**config.mk**
```make
export PLATFORM = sky130hd
export DESIGN_NAME = bin2bcd_seq_flat
export DESIGN_NICKNAME = d
export VERILOG_FILES = /design/src/rtl/bin2bcd_pkg.sv /design/src/rtl/bin2bcd_seq_if.sv /design/src/rtl/bcd_add3.sv /design/src/rtl/bin2bcd_seq.sv /design/src/flat_wrapper.sv
export SDC_FILE = /design/constraint.sdc
export NUM_CORES = 1
export LEC_CHECK = 0
export BUFFER_PORTS_ARGS = -buffer_cell sky130_fd_sc_hd__buf_2
export CORE_AREA = 5 5 139 141
export CTS_BUF_LIST = sky130_fd_sc_hd__clkbuf_2
export DETAILED_ROUTE_END_ITERATION = 8
export DIE_AREA = 0 0 144 146
export PLACE_DENSITY_LB_ADDON = 0.1
export SETUP_SLACK_MARGIN = 0.15
export SLEW_MARGIN = 15
export SYNTH_ARGS = -nofsm -noshare
export SYNTH_HDL_FRONTEND = slang
export SYNTH_SLANG_ARGS = --single-unit
```
**constraint.sdc**
```tcl
create_clock -name clk -period 5.5 [get_ports clk]
set_clock_uncertainty 0.2 [all_clocks]
set_input_delay 1.1 -clock clk [delete_from_list [all_inputs] [get_ports clk]]
set_output_delay 1.1 -clock clk [all_outputs]
set_load 0.05 [all_outputs]
```
**src/rtl/bin2bcd_pkg.sv**
```systemverilog
// Shared types and constants for the sequential binary-to-BCD converter.
package bin2bcd_pkg;

  localparam int unsigned NDIG  = 8;
  localparam int unsigned NIB_W = 4;
  localparam int unsigned DIG_W = 7;
  localparam int unsigned ACC_W = NDIG * NIB_W;

  typedef logic [DIG_W-1:0] dig_t;

  localparam dig_t        DIG_BLANK = 7'h10;
  localparam logic [26:0] BCD_MAX   = 27'd99_999_999;

  typedef enum logic [1:0] {
    IDLE,
    SHIFT,
    LOAD
  } state_t;

endpackage

```
**src/rtl/bin2bcd_seq_if.sv**
```systemverilog
// Start/busy/done handshake plus the eight digit codes feeding the display controller.
interface bin2bcd_seq_if #(
  parameter int unsigned W = 27
);
  import bin2bcd_pkg::*;

  logic         start;
  logic [W-1:0] bin;
  logic         busy;
  logic         done;
  logic         ovf;
  dig_t         d7, d6, d5, d4, d3, d2, d1, d0;

  modport master (
    output start, bin,
    input  busy, done, ovf, d7, d6, d5, d4, d3, d2, d1, d0
  );

  modport slave (
    input  start, bin,
    output busy, done, ovf, d7, d6, d5, d4, d3, d2, d1, d0
  );

endinterface

```
**src/rtl/bcd_add3.sv**
```systemverilog
// Double-dabble digit correction: add 3 to a BCD nibble of 5 or more.
module bcd_add3 (
  input  logic [3:0] din,
  output logic [3:0] dout
);

  assign dout = (din >= 4'd5) ? din + 4'd3 : din;

endmodule

```
**src/rtl/bin2bcd_seq.sv**
```systemverilog
// Sequential double-dabble converter, one input bit per clock, registered digit outputs.
module bin2bcd_seq
  import bin2bcd_pkg::*;
#(
  parameter int unsigned W   = 27,
  parameter bit          LZB = 1'b1
) (
  input  logic          clk,
  input  logic          rst,
  bin2bcd_seq_if.slave  bus
);

  localparam int unsigned CNT_W = $clog2(W);
  localparam dig_t        RST_HI = LZB ? DIG_BLANK : '0;

  state_t             state, state_nx;
  logic [CNT_W-1:0]   cnt;
  logic [W-1:0]       sr;
  logic [ACC_W-1:0]   acc, acc_adj;
  logic               ovf_pend;
  logic               accept_c, load_c;
  logic               lead_c;
  dig_t               dig_c [NDIG];
  dig_t               dig_q [NDIG];
  logic               busy_q, done_q, ovf_q;

  always_ff @(posedge clk or negedge rst) begin
    if (!rst) state <= IDLE;
    else      state <= state_nx;
  end

  always_comb begin
    state_nx = state;
    accept_c = 1'b0;
    load_c   = 1'b0;
    case (state)
      IDLE: begin
        if (bus.start) begin
          accept_c = 1'b1;
          state_nx = SHIFT;
        end
      end
      SHIFT: if (cnt == '0) state_nx = LOAD;
      LOAD: begin
        load_c   = 1'b1;
        state_nx = IDLE;
      end
      default: state_nx = IDLE;
    endcase
  end

  for (genvar i = 0; i < NDIG; i++) begin : g_add3
    bcd_add3 u_add3 (
      .din  (acc[i*NIB_W +: NIB_W]),
      .dout (acc_adj[i*NIB_W +: NIB_W])
    );
  end

  // Overflow is decided at capture time since sr is consumed by the shifts.
  always_ff @(posedge clk or negedge rst) begin
    if (!rst) begin
      cnt      <= '0;
      sr       <= '0;
      acc      <= '0;
      ovf_pend <= 1'b0;
    end else if (accept_c) begin
      sr       <= bus.bin;
      acc      <= '0;
      cnt      <= CNT_W'(W - 1);
      ovf_pend <= (32'(bus.bin) > 32'(BCD_MAX));
    end else if (state == SHIFT) begin
      acc <= ACC_W'({acc_adj, sr[W-1]});
      sr  <= sr << 1;
      if (cnt != '0) cnt <= cnt - CNT_W'(1);
    end
  end

  // Leading-zero blanking walks down from d7 until the first non-zero digit.
  always_comb begin
    lead_c   = LZB;
    dig_c[0] = dig_t'(acc[NIB_W-1:0]);
    for (int k = NDIG - 1; k >= 1; k--) begin
      if (lead_c && acc[k*NIB_W +: NIB_W] == '0) begin
        dig_c[k] = DIG_BLANK;
      end else begin
        lead_c   = 1'b0;
        dig_c[k] = dig_t'(acc[k*NIB_W +: NIB_W]);
      end
    end
    if (ovf_pend) begin
      for (int k = 0; k < NDIG; k++) dig_c[k] = DIG_BLANK;
    end
  end

  always_ff @(posedge clk or negedge rst) begin
    if (!rst) begin
      busy_q <= 1'b0;
      done_q <= 1'b0;
      ovf_q  <= 1'b0;
      dig_q[0] <= '0;
      for (int k = 1; k < NDIG; k++) dig_q[k] <= RST_HI;
    end else begin
      busy_q <= (state_nx != IDLE);
      done_q <= load_c;
      if (load_c) begin
        ovf_q <= ovf_pend;
        dig_q <= dig_c;
      end
    end
  end

  assign bus.busy = busy_q;
  assign bus.done = done_q;
  assign bus.ovf  = ovf_q;
  assign bus.d0   = dig_q[0];
  assign bus.d1   = dig_q[1];
  assign bus.d2   = dig_q[2];
  assign bus.d3   = dig_q[3];
  assign bus.d4   = dig_q[4];
  assign bus.d5   = dig_q[5];
  assign bus.d6   = dig_q[6];
  assign bus.d7   = dig_q[7];

endmodule

```
**src/flat_wrapper.sv**
```systemverilog
// flat-port wrapper written by rule: the top's interface ports become plain ports
module bin2bcd_seq_flat import bin2bcd_pkg::*;
#(
  parameter int unsigned W   = 27,
  parameter bit          LZB = 1'b1
)
  (clk, rst, bus_start, bus_bin, bus_busy, bus_done, bus_ovf, bus_d7, bus_d6, bus_d5, bus_d4, bus_d3, bus_d2, bus_d1, bus_d0);
  bin2bcd_seq_if #(.W(W)) bus_i ();
  input  logic clk;
  input  logic rst;
  input wire logic [$bits(bus_i.start)-1:0] bus_start;
  input wire logic [$bits(bus_i.bin)-1:0] bus_bin;
  output wire logic [$bits(bus_i.busy)-1:0] bus_busy;
  output wire logic [$bits(bus_i.done)-1:0] bus_done;
  output wire logic [$bits(bus_i.ovf)-1:0] bus_ovf;
  output wire logic [$bits(bus_i.d7)-1:0] bus_d7;
  output wire logic [$bits(bus_i.d6)-1:0] bus_d6;
  output wire logic [$bits(bus_i.d5)-1:0] bus_d5;
  output wire logic [$bits(bus_i.d4)-1:0] bus_d4;
  output wire logic [$bits(bus_i.d3)-1:0] bus_d3;
  output wire logic [$bits(bus_i.d2)-1:0] bus_d2;
  output wire logic [$bits(bus_i.d1)-1:0] bus_d1;
  output wire logic [$bits(bus_i.d0)-1:0] bus_d0;
  assign bus_i.start = bus_start;
  assign bus_i.bin = bus_bin;
  assign bus_busy = bus_i.busy;
  assign bus_done = bus_i.done;
  assign bus_ovf = bus_i.ovf;
  assign bus_d7 = bus_i.d7;
  assign bus_d6 = bus_i.d6;
  assign bus_d5 = bus_i.d5;
  assign bus_d4 = bus_i.d4;
  assign bus_d3 = bus_i.d3;
  assign bus_d2 = bus_i.d2;
  assign bus_d1 = bus_i.d1;
  assign bus_d0 = bus_i.d0;
  bin2bcd_seq #(.W(W), .LZB(LZB)) u_core (.clk(clk), .rst(rst), .bus(bus_i));
endmodule
```
==> metrics.txt <==
slowest stage delay, CP approximately 0.61 ns; Routed WL 12800 microns; total gr overflow 0; GR Layer Usage met2 19.9%; area delta synth->final 12.0%; buffer and inverter count on the worst path 1; Root Buffer clkbuf_2; VDD IR max 0.178 mV; # DRC 0; CTS max path bufs 2; # hold bufs at CTS 0; Period minus WS final 2.77 ns; Final TNS setup 0 ns; RSZ-0062 raised after global routing no; Die Ht 146 microns; crit path kind reg -> out; dpl ws 2.52 ns; Leak 2.83 nW; drt wl/cell 15.8 microns; achievable frequency 362 MHz; setup bufs post-CTS 0; CP Launch Type register; Critical Path Sink Type output pin; routability cong. 0.760; commonest cells after routing, fill and taps aside dfrtp_1, nand2_1, buf_2; post-synthesis cell count 517; die area 21000 sq um; Max-Slew Margin vs Limit between 20% and 30%; Tot Pwr 3.09 mW; grt peak-use layer met2; Final Cell Area between 5000 and 6000 sq um; initial antenna violation count 0; crit path from u_core.bus.d7[4]; Min-Delay Path Class in -> async; DR iter-0 viols 155; DP HPWL 8560 microns; worst skew pair latency about 0.6 ns; status finished clean; Antenna Nets Post-Route 0; # clock sinks 109; pwr/cell area 527 nW/um^2; CTS tree built; vias in the first global route 3974; cts bufs inserted 9; R2R Path Start u_core.acc[28]; H-tree depth 3; Vias slightly below 4k; DP Area approximately 5800 sq um; DIE WIDTH roughly 140 microns; slowest library cell on the worst path dfstp_2; Worst Tran Pin Value 1.06 ns; placed insts 795; Post-Syn Area 5230 sq um; crit share post-route slightly above 50%; Largest delay share family, worst path flip-flops; final worst slack 2.73 ns; Final Util 32.8%; Setup Viol. Count Final 0; site row count 49; Final Max Slew Viols 0; met3 usage 2.40%; initial core utilization between 20 and 30%; worst path required time 4.20 ns; routing usage on met1 16.9%; clock slew at reported path FFs a little under 0.3 ns; I/O pins 89; Syn Area/Cell a little over 10 sq um; layout cells sized above 1 19.9%; register area share after synthesis 52.3%; nets 632; Distinct cells, synth 46; final hold vios 0; routed vias/inst 4.84; worst-path cell chain buf_2; #FFs+latches synth around 110; first-pass GRT wire length 20800 microns; Hold Slack 0.258 ns; PostCTS Resize Cnt 0; max capacitance violation total 0; 1st-pass router iterations 4; largest net degree at the start of global routing 76; WP data arrival 1.47 ns; Max FO, Critical Path 2; core area ~18000 sq um; All-Layer GR Usage 12.4%; YS warnings 0; Non-Filler Instances ~810; number of I/O port buffers 72; most common cell after layout, fill and taps aside dfrtp_1
cell type report:
| class | count | area, sq um |
|---|---|---|
| fill | 1884 | 12000 |
| sequential | 109 | 2740 |
| multi-input combinational | 360 | 2260 |
| timing repair buffer | 78 | 420 |
| tap | 229 | 287 |
| inverter | 20 | 75.1 |
| clock buffer | 12 | 60.1 |
| clock inverter | 4 | 17.5 |
| antenna | 1 | 2.50 |
per-layer routing:
| metal | up-vias | wire, microns |
|---|---|---|
| met1 | 1938 | 6070 |
| met2 | 85 | 5950 |
| met4 | 0 | 164 |
| met3 | 12 | 650 |
| li1 | 1900 | - |
| met5 | - | 0 |
sequential cells by signal, indices dropped and copies added, names as in the netlist:
| name | cells |
|---|---|
| u_core.acc | 32 |
| u_core.sr | 27 |
| u_core.bus.d1 | 5 |
| u_core.bus.d2 | 5 |
| u_core.bus.d3 | 5 |
| u_core.bus.d4 | 5 |
| u_core.bus.d5 | 5 |
| u_core.bus.d6 | 5 |
| u_core.bus.d7 | 5 |
| u_core.cnt | 5 |
| u_core.bus.d0 | 4 |
| u_core.state | 2 |
| u_core.bus.busy | 1 |
| u_core.bus.done | 1 |
| u_core.bus.ovf | 1 |
| u_core.ovf_pend | 1 |
where the power goes:
group	switching [mW]	total [mW]	internal, mW	leakage, nW
Sequential	0.252	1.35	1.10	1.39
Combinational	0.881	1.41	0.528	1.38
Clock	0.264	0.325	0.0610	0.0608
Total	1.40	3.09	1.69	2.83
cells by family (layout without fill, tap and decap cells):
kind of cell | count (synthesis) | in the layout | synth area share, %
simple gates | 171 | 171 | 15.7
compound gates | 129 | 129 | 16.6
flops | 109 | 109 | 52.3
buf+inv | 63 | 114 | 5.89
fa+ha+maj | 24 | 24 | 5.74
xor+xnor | 12 | 12 | 2.01
mux | 8 | 8 | 1.70
other cells | 1 | 17 | 0.0717
Yosys cell counts (all sizes together):
library cell	instances	area [sq um]
xnor2	9	78.8
o32ai	3	26.3
dfrtp	102	2550
clkbuf	16	60.1
mux2	7	78.8
o22a	1	8.76
nor2	28	105
ha	24	300
and4b	1	10.0
o2bb2ai	1	8.76
o211ai	4	30.0
mux2i	1	10.0
or2b	1	7.51
or4b	1	10.0
a22oi	26	195
o22ai	1	6.26
and2	1	6.26
inv	20	75.1
nand2b	10	62.6
or4	1	7.51
a31oi	2	12.5
nor2b	1	6.26
buf	27	173
nand4	1	6.26
and4	3	26.3
nor3	10	50.1
a22o	28	245
a21oi	17	88.8
o21bai	1	7.51
o31ai	5	37.5
dfstp	7	184
nand3	24	120
nand2	77	289
nor3b	6	45.0
or3b	4	40.0
xor2	3	26.3
nor4	2	27.5
o21ai	40	200
conb	1	3.75
final timing paths:
path                               endpoint  slack [ns]  cells past startpoint
max reg2reg                u_core.bus.d3[1]        3.12                      6
min                        u_core.bus.d5[0]        0.26                      1
max in group asynchronous    u_core.acc[10]        3.92                      2
max                               bus_d7[4]        2.73                      1
min in group clk               u_core.sr[6]        0.31                      2
min reg2reg                    u_core.sr[6]        0.31                      2
No activity file was read; power rests on OpenSTA's default activity.
